## src/rtl/dm_arbiter_pkg.sv

```systemverilog
// ----------------------------------------------------------------------------
// dm_arbiter_pkg
//   Shared encodings for the data-memory arbiter: grant codes driven on the
//   grant port, FSM state codes, and the word-alignment helper used on both
//   address paths.
// ----------------------------------------------------------------------------
package dm_arbiter_pkg;

    typedef enum logic [1:0] {
        GRANT_NONE = 2'b00,
        GRANT_CPU  = 2'b01,
        GRANT_DMA  = 2'b10
    } grant_e;

    typedef enum logic {
        S_IDLE  = 1'b0,
        S_BURST = 1'b1
    } arb_state_e;

    // The DM is word-addressed on its low bits; byte offsets never reach it.
    function automatic logic [31:0] word_align(input logic [31:0] addr);
        return addr & 32'hFFFF_FFFC;
    endfunction

endpackage

```

## src/rtl/dm_port_mux.sv

```systemverilog
// ----------------------------------------------------------------------------
// dm_port_mux
//   Purely combinational payload mux onto the single data-memory port.
//   Ports:
//     grant                      - current grant code (none / CPU / DMA)
//     cpu_pc/addr/wdata, cpu_we  - MEM-stage request payload
//     dma_addr/wdata, dma_we     - DMA request payload
//     DM_PC/Addr/WData, DM_WE    - payload presented to the data memory
// ----------------------------------------------------------------------------
module dm_port_mux
    import dm_arbiter_pkg::*;
(
    input  logic [1:0]  grant,
    input  logic [31:0] cpu_pc,
    input  logic [31:0] cpu_addr,
    input  logic [31:0] cpu_wdata,
    input  logic [3:0]  cpu_we,
    input  logic [31:0] dma_addr,
    input  logic [31:0] dma_wdata,
    input  logic [3:0]  dma_we,
    output logic [31:0] DM_PC,
    output logic [31:0] DM_Addr,
    output logic [31:0] DM_WData,
    output logic [3:0]  DM_WE
);

    always_comb begin
        DM_PC    = 32'h0;
        DM_Addr  = 32'h0;
        DM_WData = 32'h0;
        DM_WE    = 4'h0;
        case (grant)
            GRANT_CPU: begin
                DM_PC    = cpu_pc;
                DM_Addr  = word_align(cpu_addr);
                DM_WData = cpu_wdata;
                DM_WE    = cpu_we;
            end
            GRANT_DMA: begin
                // DM_PC stays zero so DMA writes are never tied to a CPU PC.
                DM_Addr  = word_align(dma_addr);
                DM_WData = dma_wdata;
                DM_WE    = dma_we;
            end
            default: ;
        endcase
    end

endmodule

```

## src/rtl/dm_arbiter.sv

```systemverilog
// ----------------------------------------------------------------------------
// dm_arbiter
//   Arbitrates the single data-memory port between the CPU MEM stage and a
//   DMA engine. Grants are combinational, so a granted access completes in
//   its grant cycle. The CPU normally wins; DMA is forced through after
//   STARVE_MAX denied cycles, and locked DMA bursts are capped at BURST_MAX
//   beats when the CPU is waiting.
//   Ports:
//     clk, reset                  - clock, async active-low reset
//     cpu_req/pc/addr/wdata/we    - MEM-stage request
//     cpu_stall, cpu_rdata        - pipeline freeze, read data to MEM
//     dma_req/lock/addr/wdata/we  - DMA request, lock keeps the grant
//     dma_ack, dma_rdata          - DMA access completes, read data to DMA
//     DM_PC/Addr/WData/WE, DM_RData - data-memory port
//     grant                       - 00 none, 01 CPU, 10 DMA
//
//   state   | meaning
//   --------+---------------------------------------------
//   S_IDLE  | no DMA lock held; CPU priority with starvation escape
//   S_BURST | DMA owns a locked burst; burst_cnt counts beats
// ----------------------------------------------------------------------------
module dm_arbiter
    import dm_arbiter_pkg::*;
#(
    parameter int STARVE_MAX = 4,
    parameter int BURST_MAX  = 8
) (
    input  logic        clk,
    input  logic        reset,
    input  logic        cpu_req,
    input  logic [31:0] cpu_pc,
    input  logic [31:0] cpu_addr,
    input  logic [31:0] cpu_wdata,
    input  logic [3:0]  cpu_we,
    output logic        cpu_stall,
    output logic [31:0] cpu_rdata,
    input  logic        dma_req,
    input  logic        dma_lock,
    input  logic [31:0] dma_addr,
    input  logic [31:0] dma_wdata,
    input  logic [3:0]  dma_we,
    output logic        dma_ack,
    output logic [31:0] dma_rdata,
    output logic [31:0] DM_PC,
    output logic [31:0] DM_Addr,
    output logic [31:0] DM_WData,
    output logic [3:0]  DM_WE,
    input  logic [31:0] DM_RData,
    output logic [1:0]  grant
);

    localparam int SW = (STARVE_MAX < 1) ? 1 : $clog2(STARVE_MAX + 1);
    localparam int BW = (BURST_MAX < 1) ? 1 : $clog2(BURST_MAX + 1);
    localparam logic [SW-1:0] STARVE_LIM = SW'(STARVE_MAX);
    localparam logic [BW-1:0] BURST_LIM  = BW'(BURST_MAX);

    arb_state_e    state, state_nx;
    logic [SW-1:0] starve_cnt, starve_nx;
    logic [BW-1:0] burst_cnt, burst_nx;
    grant_e        grant_sel;
    grant_e        grant_eff;
    logic          dma_idle_win;

    always_ff @(posedge clk or negedge reset) begin
        if (!reset) begin
            state      <= S_IDLE;
            starve_cnt <= '0;
            burst_cnt  <= '0;
        end else begin
            state      <= state_nx;
            starve_cnt <= starve_nx;
            burst_cnt  <= burst_nx;
        end
    end

    always_comb begin
        grant_sel    = GRANT_NONE;
        state_nx     = state;
        starve_nx    = starve_cnt;
        burst_nx     = burst_cnt;
        dma_idle_win = dma_req && ((starve_cnt == STARVE_LIM) || !cpu_req);

        case (state)
            S_IDLE: begin
                burst_nx = '0;
                if (dma_idle_win) begin
                    grant_sel = GRANT_DMA;
                    if (dma_lock) begin
                        state_nx = S_BURST;
                        burst_nx = BW'(1);
                    end
                end else if (cpu_req) begin
                    grant_sel = GRANT_CPU;
                end
            end
            S_BURST: begin
                if (dma_req && dma_lock && ((burst_cnt < BURST_LIM) || !cpu_req)) begin
                    grant_sel = GRANT_DMA;
                    if (burst_cnt != BURST_LIM)
                        burst_nx = burst_cnt + 1'b1;
                end else begin
                    state_nx = S_IDLE;
                    burst_nx = '0;
                    // Lock still held means the burst cap ended it with the
                    // CPU waiting: hand over in this same cycle, no idle gap.
                    // Otherwise the burst simply ended; arbitrate as idle.
                    if (dma_req && dma_lock)
                        grant_sel = GRANT_CPU;
                    else if (dma_idle_win)
                        grant_sel = GRANT_DMA;
                    else if (cpu_req)
                        grant_sel = GRANT_CPU;
                end
            end
            default: state_nx = S_IDLE;
        endcase

        if (!dma_req || (grant_sel == GRANT_DMA))
            starve_nx = '0;
        else if ((grant_sel == GRANT_CPU) && (starve_cnt != STARVE_LIM))
            starve_nx = starve_cnt + 1'b1;
    end

    // Reset must silence the port immediately, not at the next edge.
    assign grant_eff = reset ? grant_sel : GRANT_NONE;
    assign grant     = grant_eff;
    assign cpu_stall = cpu_req && (grant_eff != GRANT_CPU);
    assign dma_ack   = (grant_eff == GRANT_DMA);
    assign cpu_rdata = DM_RData;
    assign dma_rdata = DM_RData;

    dm_port_mux u_port_mux (
        .grant     (grant),
        .cpu_pc    (cpu_pc),
        .cpu_addr  (cpu_addr),
        .cpu_wdata (cpu_wdata),
        .cpu_we    (cpu_we),
        .dma_addr  (dma_addr),
        .dma_wdata (dma_wdata),
        .dma_we    (dma_we),
        .DM_PC     (DM_PC),
        .DM_Addr   (DM_Addr),
        .DM_WData  (DM_WData),
        .DM_WE     (DM_WE)
    );

endmodule

```

## config.mk

```make
export PLATFORM = sky130hd
export DESIGN_NAME = dm_arbiter
export DESIGN_NICKNAME = d
export VERILOG_FILES = /design/src/rtl/dm_arbiter_pkg.sv /design/src/rtl/dm_port_mux.sv /design/src/rtl/dm_arbiter.sv
export SDC_FILE = /design/constraint.sdc
export NUM_CORES = 1
export LEC_CHECK = 0
export ABC_CLOCK_PERIOD_IN_PS = 5600
export CORE_AREA = 4 4 143 145
export DETAILED_ROUTE_END_ITERATION = 10
export DIE_AREA = 0 0 147 149
export PLACE_DENSITY = 0.51
export SYNTH_ARGS = -nofsm -noshare
export SYNTH_HDL_FRONTEND = slang
export SYNTH_HIERARCHICAL = 1
export SYNTH_SLANG_ARGS = --single-unit
```

## constraint.sdc

```tcl
create_clock -name clk -period 5.6 [get_ports clk]
set_input_delay 0.56 -clock clk [delete_from_list [all_inputs] [get_ports clk]]
set_output_delay 0.56 -clock clk [all_outputs]
set_load 0.03 [all_outputs]
```

# Word level (Yosys, flattened, before mapping)
# Index checks and enable logic that the tools add are counted.
# totals
reg_bits,8
in_bits,205
out_inout_bits,168
elab_cells,48
# op_classes
add_sub_neg,2
magnitude_cmp,1
n_eq_ne,9
muxes,21
bitwise,1
n_reduce_logical,11
# ops
op,count
32-bit case mux with 2 select lines,2
32-bit two-way mux,1
4-bit case mux with 2 select lines,2
2-bit two-way mux,4
4-bit two-way mux,2
1-bit two-way mux,6
3-bit two-way mux,2
1-bit logical AND,5
"4-bit by 1-bit adder with 4-bit output, second input constant",1
"2-bit by 1-bit == test with 1-bit output, second input constant",2
"2-bit == test, second input constant",2
"4-bit less-than comparator, second input constant",1
"4-bit inequality test, second input constant",1
2-bit case mux with 2 select lines,1
"3-bit by 1-bit adder with 3-bit output, second input constant",1
"3-bit == test, second input constant",1
1-bit logical OR,3
"3-bit by 2-bit inequality test with 1-bit output, second input constant",1
"3-bit inequality test, second input constant",1
1-bit logical NOT,2
"2-bit by 1-bit inequality test with 1-bit output, second input constant",1
1-bit case mux with 2 select lines,1
2-bit nonzero test,1
1-bit inverter,1

# Logic depth before layout (Yosys ltp)
# depth
depth_word,11
depth_mapped,12

# By module
# Netlist, hierarchy kept.
# by_module_without_submodules
module,n_inst,cells_per_inst,area_per_inst_um2,seq_area_each_um2
dm_port_mux,1,196,1256.2,0.0
dm_arbiter,1,126,1063.5,200.2

# Worst setup path after synthesis
# OpenSTA, ideal clock, no wires.
# synth_timing
path_kind,input to output
from,in dma_req
to,out DM_Addr[10]
arrival_time_ps,2453
required_time_ps,5040
setup_slack_ps,2587
path_stages,8
path_cell_list,nand3_1 > o21ai_0 > nor2_1 > inv_1 > ha_1 > buf_2 > buf_2 > nor2_1
# synth_via
elab_chain_cells,8
word_cells_on_any_way,11
# synth_rtl
item,line,rtl
start: declaration,dm_arbiter.sv:37,"input logic dma_req,"
1-bit logical AND,dm_arbiter.sv:81,dma_idle_win = dma_req && ((starve_cnt == STARVE_LIM) || !cpu_req);
2-bit two-way mux,"dm_arbiter.sv:86, dm_arbiter.sv:109",
2-bit two-way mux,dm_arbiter.sv:107,if (dma_req && dma_lock)
2-bit two-way mux,dm_arbiter.sv:97,if (dma_req && dma_lock && ((burst_cnt < BURST_LIM) || !cpu_req)) begin
2-bit case mux with 2 select lines (*),dm_arbiter.sv:83,case (state)
2-bit two-way mux (*),dm_arbiter.sv:125,assign grant_eff = reset ? grant_sel : GRANT_NONE;
net grant[0],dm_arbiter.sv:49,output logic [1:0] grant
2-bit == test / 2-bit by 1-bit == test with 1-bit output (equally long branches),dm_port_mux.sv:32,case (grant)
32-bit case mux with 2 select lines (*),dm_port_mux.sv:32,
end: declaration,dm_arbiter.sv:45,"output logic [31:0] DM_Addr,"
# Mark *: on every way through the listed nets, which the timed path passes. The rest lies on a longest branch.

# Final worst setup path
# layout_timing
from,in reset
to,out DM_Addr[12]
# layout_via
elab_chain_cells,3
word_cells_on_any_way,4
# layout_rtl
item,line,rtl
start: declaration,dm_arbiter.sv:29,"input logic reset,"
2-bit two-way mux (*),dm_arbiter.sv:125,
2-bit == test / 2-bit by 1-bit == test with 1-bit output (equally long branches),dm_port_mux.sv:32,
32-bit case mux with 2 select lines (*),dm_port_mux.sv:32,
# Mark *: on every way between the ends. The rest lies on a longest branch, timed or not.

==> key figures <==
Min path
  • Worst hold path type: reg -> reg
  • Hold Path End: burst_cnt[1]$_DFFE_PN0P_
  • Hold Startpoint: burst_cnt[1]$_DFFE_PN0P_
  • Hold Path Depth: 2

Floorplan
  • Initial core utilization: 12.1%
  • Die W: 147 um
  • Rows: 51
  • Core footprint: 19200 um2
  • DIE HEIGHT: 149 um
  • Top-Level Pins: 373
  • Full die area: 21900 um2

Route
  • Routed WL per cell: 14.8 um
  • Routed Antenna Nets: 0
  • Via count: 2968
  • Vias per cell: 3.84
  • Initial DRC Count: 92
  • Pre-Repair DR Iteration Count: 4
  • DRT Wirelength: 11400 um
  • Drc violations: 0

Flow run
  • Maxcap violations: 0

Critical path
  • Critical Path, Cell by Cell: clkdlybuf4s50_1, o21ai_0, nor2_1, inv_1, ha_2, buf_12, nor2_1, clkdlybuf4s50_1
  • Critical path class: in -> out
  • Worst R2R End: burst_cnt[0]$_DFFE_PN0P_
  • Buf/Inv on CP: 4
  • Slowest stage cell, crit path: clkdlybuf4s50_1
  • R2r setup slk: 4.11 ns
  • Worst Path Arrival: 3.74 ns
  • Crit-path max cell delay: 0.77 ns
  • FF-to-FF Start: starve_cnt[0]$_DFFE_PN0P_
  • Critical path endpoint category: output port
  • Top Family by Delay on Critical Path: buffers and inverters
  • Required time worst endpoint: 5.04 ns
  • Crit path max fanout: 38
  • Worst r2r path cells: 5
  • Crit path launch type: primary input

Final layout
  • Fill cell count: 2061
  • Area grow syn2layout: 107%
  • Nets: 720
  • Fraction of layout cells with a size suffix above 1: 6.90%
  • Post-route insts no fill: 772
  • Most frequent cells in the layout: clkdlybuf4s50_1 (270), nor2_1 (70), a22oi_1 (49)
  • Commonest non-fill, non-tap cell in the layout: clkdlybuf4s50_1
  • N_diodes: 0

Clocking
  • Clk root buf: clkbuf_16
  • H-tree levels: 1
  • Hold Buf Count CTS: 0
  • Post-CTS Resized: 0
  • TritonCTS clock tree: done
  • Clock sink count: 8
  • Clk slew on worst S/H paths: 0.04 ns
  • # Post-CTS Setup Buffers: 0
  • CTS Buf Count: 3
  • Clock buffer depth: 2
  • Clock Latency Late Sink: 0.23 ns

Logic synthesis
  • YS warnings: 6
  • Area contributors post-synth: buf_4 (22%), a22oi_1 (16%), nor2_1 (11%)
  • Avg Synthesized Cell Area: 7.20 um2
  • Post-synthesis xor/xnor area fraction: 0.378%
  • Post-synthesis mux area share: 0.431%
  • Mapped Area: 2320 um2
  • Synth Area in Simple Gates: 25.1%
  • Post-synth top area cell: buf_4
  • Synth Area in Compound Gates: 31.3%
  • Adder-Cell Fraction of Synth Area: 3.24%
  • Count of cell types in the netlist: 34
  • Syn Inst Count: 322
  • Seq cells post-synth: 8
  • Largest family of logic cells by synthesized area: compound AO/OA/AOI/OAI gates
  • Post-synthesis sequential area ratio: 8.63%
  • Post-synth top area share: 21.7%

Power
  • Worst VDD drop: 155 uV
  • Seq pwr share: 12.0%
  • Pwr per Cell Area: 106 nW/um2
  • Power Total: 0.000512 W
  • Leak pwr: 1.63 nW
  • Switching Power: 0.000179 W
  • Comb pwr share: 64.4%
  • Switching share of power: 35.0%
  • Clock Power Share: 23.7%
  • Pint: 0.000333 W

Timing
  • Final min period: 4.30 ns
  • FMAX: 232 MHz
  • Clock skew: 0.00171 ns
  • Max Slew Vio Count: 0
  • # setup viols final: 0
  • Setup TNS: 0 ns
  • Rel. slew slack: 57.8%
  • Unrepaired setup endpoints after global routing: no
  • Tightest Pin Transition: 0.633 ns
  • Hold Fails Final Rpt: 0
  • Tcrit/Tclk final: 76.9%

GRT
  • Vias in the first global route: 2836
  • Total GRT Usage: 9.19%
  • Grt total ovfl: 0
  • First-pass GRT wire length: 16600 um
  • Initial antenna violation count: 0
  • Largest net degree at the start of global routing: 61

Status
  • Status: completed

Placement
  • PortBufs: 270
  • HPWL Detailed: 9240 um
  • Routability cong.: 0.761
  • DP Cell Count: 769
-- metal layers --
metal  routed length [um]  global-route usage [%]
met1                 4620                    11.4
met5                    0                       0
met4                  116                    1.35
met3                 1260                    3.77
met2                 5420                    15.3
-- kinds of logic (layout without fill, tap and decap cells) --
| group | count (synthesis) | count (layout) |
|---|---|---|
| mux | 1 | 1 |
| xor+xnor | 1 | 1 |
| fa+ha+maj | 6 | 6 |
| other cells | 1 | 2 |
| simple gates | 121 | 121 |
| buf+inv | 99 | 283 |
| flops | 8 | 8 |
| compound gates | 85 | 85 |
-- registers in the layout (all words and copies together) (netlist names) --
register,cells
burst_cnt,4
starve_cnt,3
state,1
-- area by class of cell --
type / count / area [um2] / area share [%]
Clock buffer: 3 / 75.1 / 1.56
Timing Repair Buffer: 274 / 2760 / 57.3
Tap cell: 265 / 332 / 6.89
Sequential cell: 8 / 200 / 4.16
Inverter: 6 / 22.5 / 0.468
Multi-Input combinational cell: 216 / 1430 / 29.6
-- synthesized netlist by cell type (all sizes together) --
cell type	number
o211ai	1
xor2	1
nand3b	2
and2	34
a31oi	1
and4b	1
a22oi	67
buf	88
mux2i	1
o21ai	5
a211oi	1
inv	6
nand3	5
nand2b	1
conb	1
a21o	1
clkbuf	5
o21a	1
a31o	1
ha	6
a221oi	1
nor3	1
dfrtp	8
or2	1
nor2	70
a21oi	5
and3	3
a2bb2oi	1
nand2	3
-- worst min-delay path, stage by stage (launching register included) --
cell and delay [ns]:
dfrtp_1 0.37, mux2i_1 0.08, nor2_1 0.08
-- stage by stage --
stage / instance area, um2 / worst slack (ns) / utilization, % / hold WS, ns
floorplan: 2320 / 2.59 / - / 0.264
global placement: 4740 / 1.27 / 24.7 / 0.562
detailed placement: 4740 / 1.23 / 24.7 / 0.584
CTS: 4810 / 1.21 / 25.1 / 0.591
global route: 4810 / 1.09 / 25.1 / 0.616
finish: 4810 / 1.30 / 25.1 / 0.578
-- how the worst max path moves through the flow --
stage               cells after the start  slack, ns  startpoint          end
CTS                                     8       1.21       reset  DM_Addr[12]
global route                            8       1.09       reset  DM_Addr[12]
floorplan                               8       2.59     dma_req  DM_Addr[10]
global placement                        8       1.27       reset  DM_Addr[12]
finish                                  8       1.30       reset  DM_Addr[12]
detailed placement                      8       1.23       reset  DM_Addr[12]
-- power groups by stage --
stage / clock network, W / registers, W / logic (W)
2_1_floorplan: 0 / 0.0000615 / 0.000227
3_3_place_gp: 0 / 0.0000618 / 0.000329
3_5_place_dp: 0 / 0.0000619 / 0.000332
4_1_cts: 0.000123 / 0.0000612 / 0.000334
5_1_grt: 0.000127 / 0.0000614 / 0.000350
6_report: 0.000121 / 0.0000612 / 0.000329
Power figures use the tool's default switching activity.
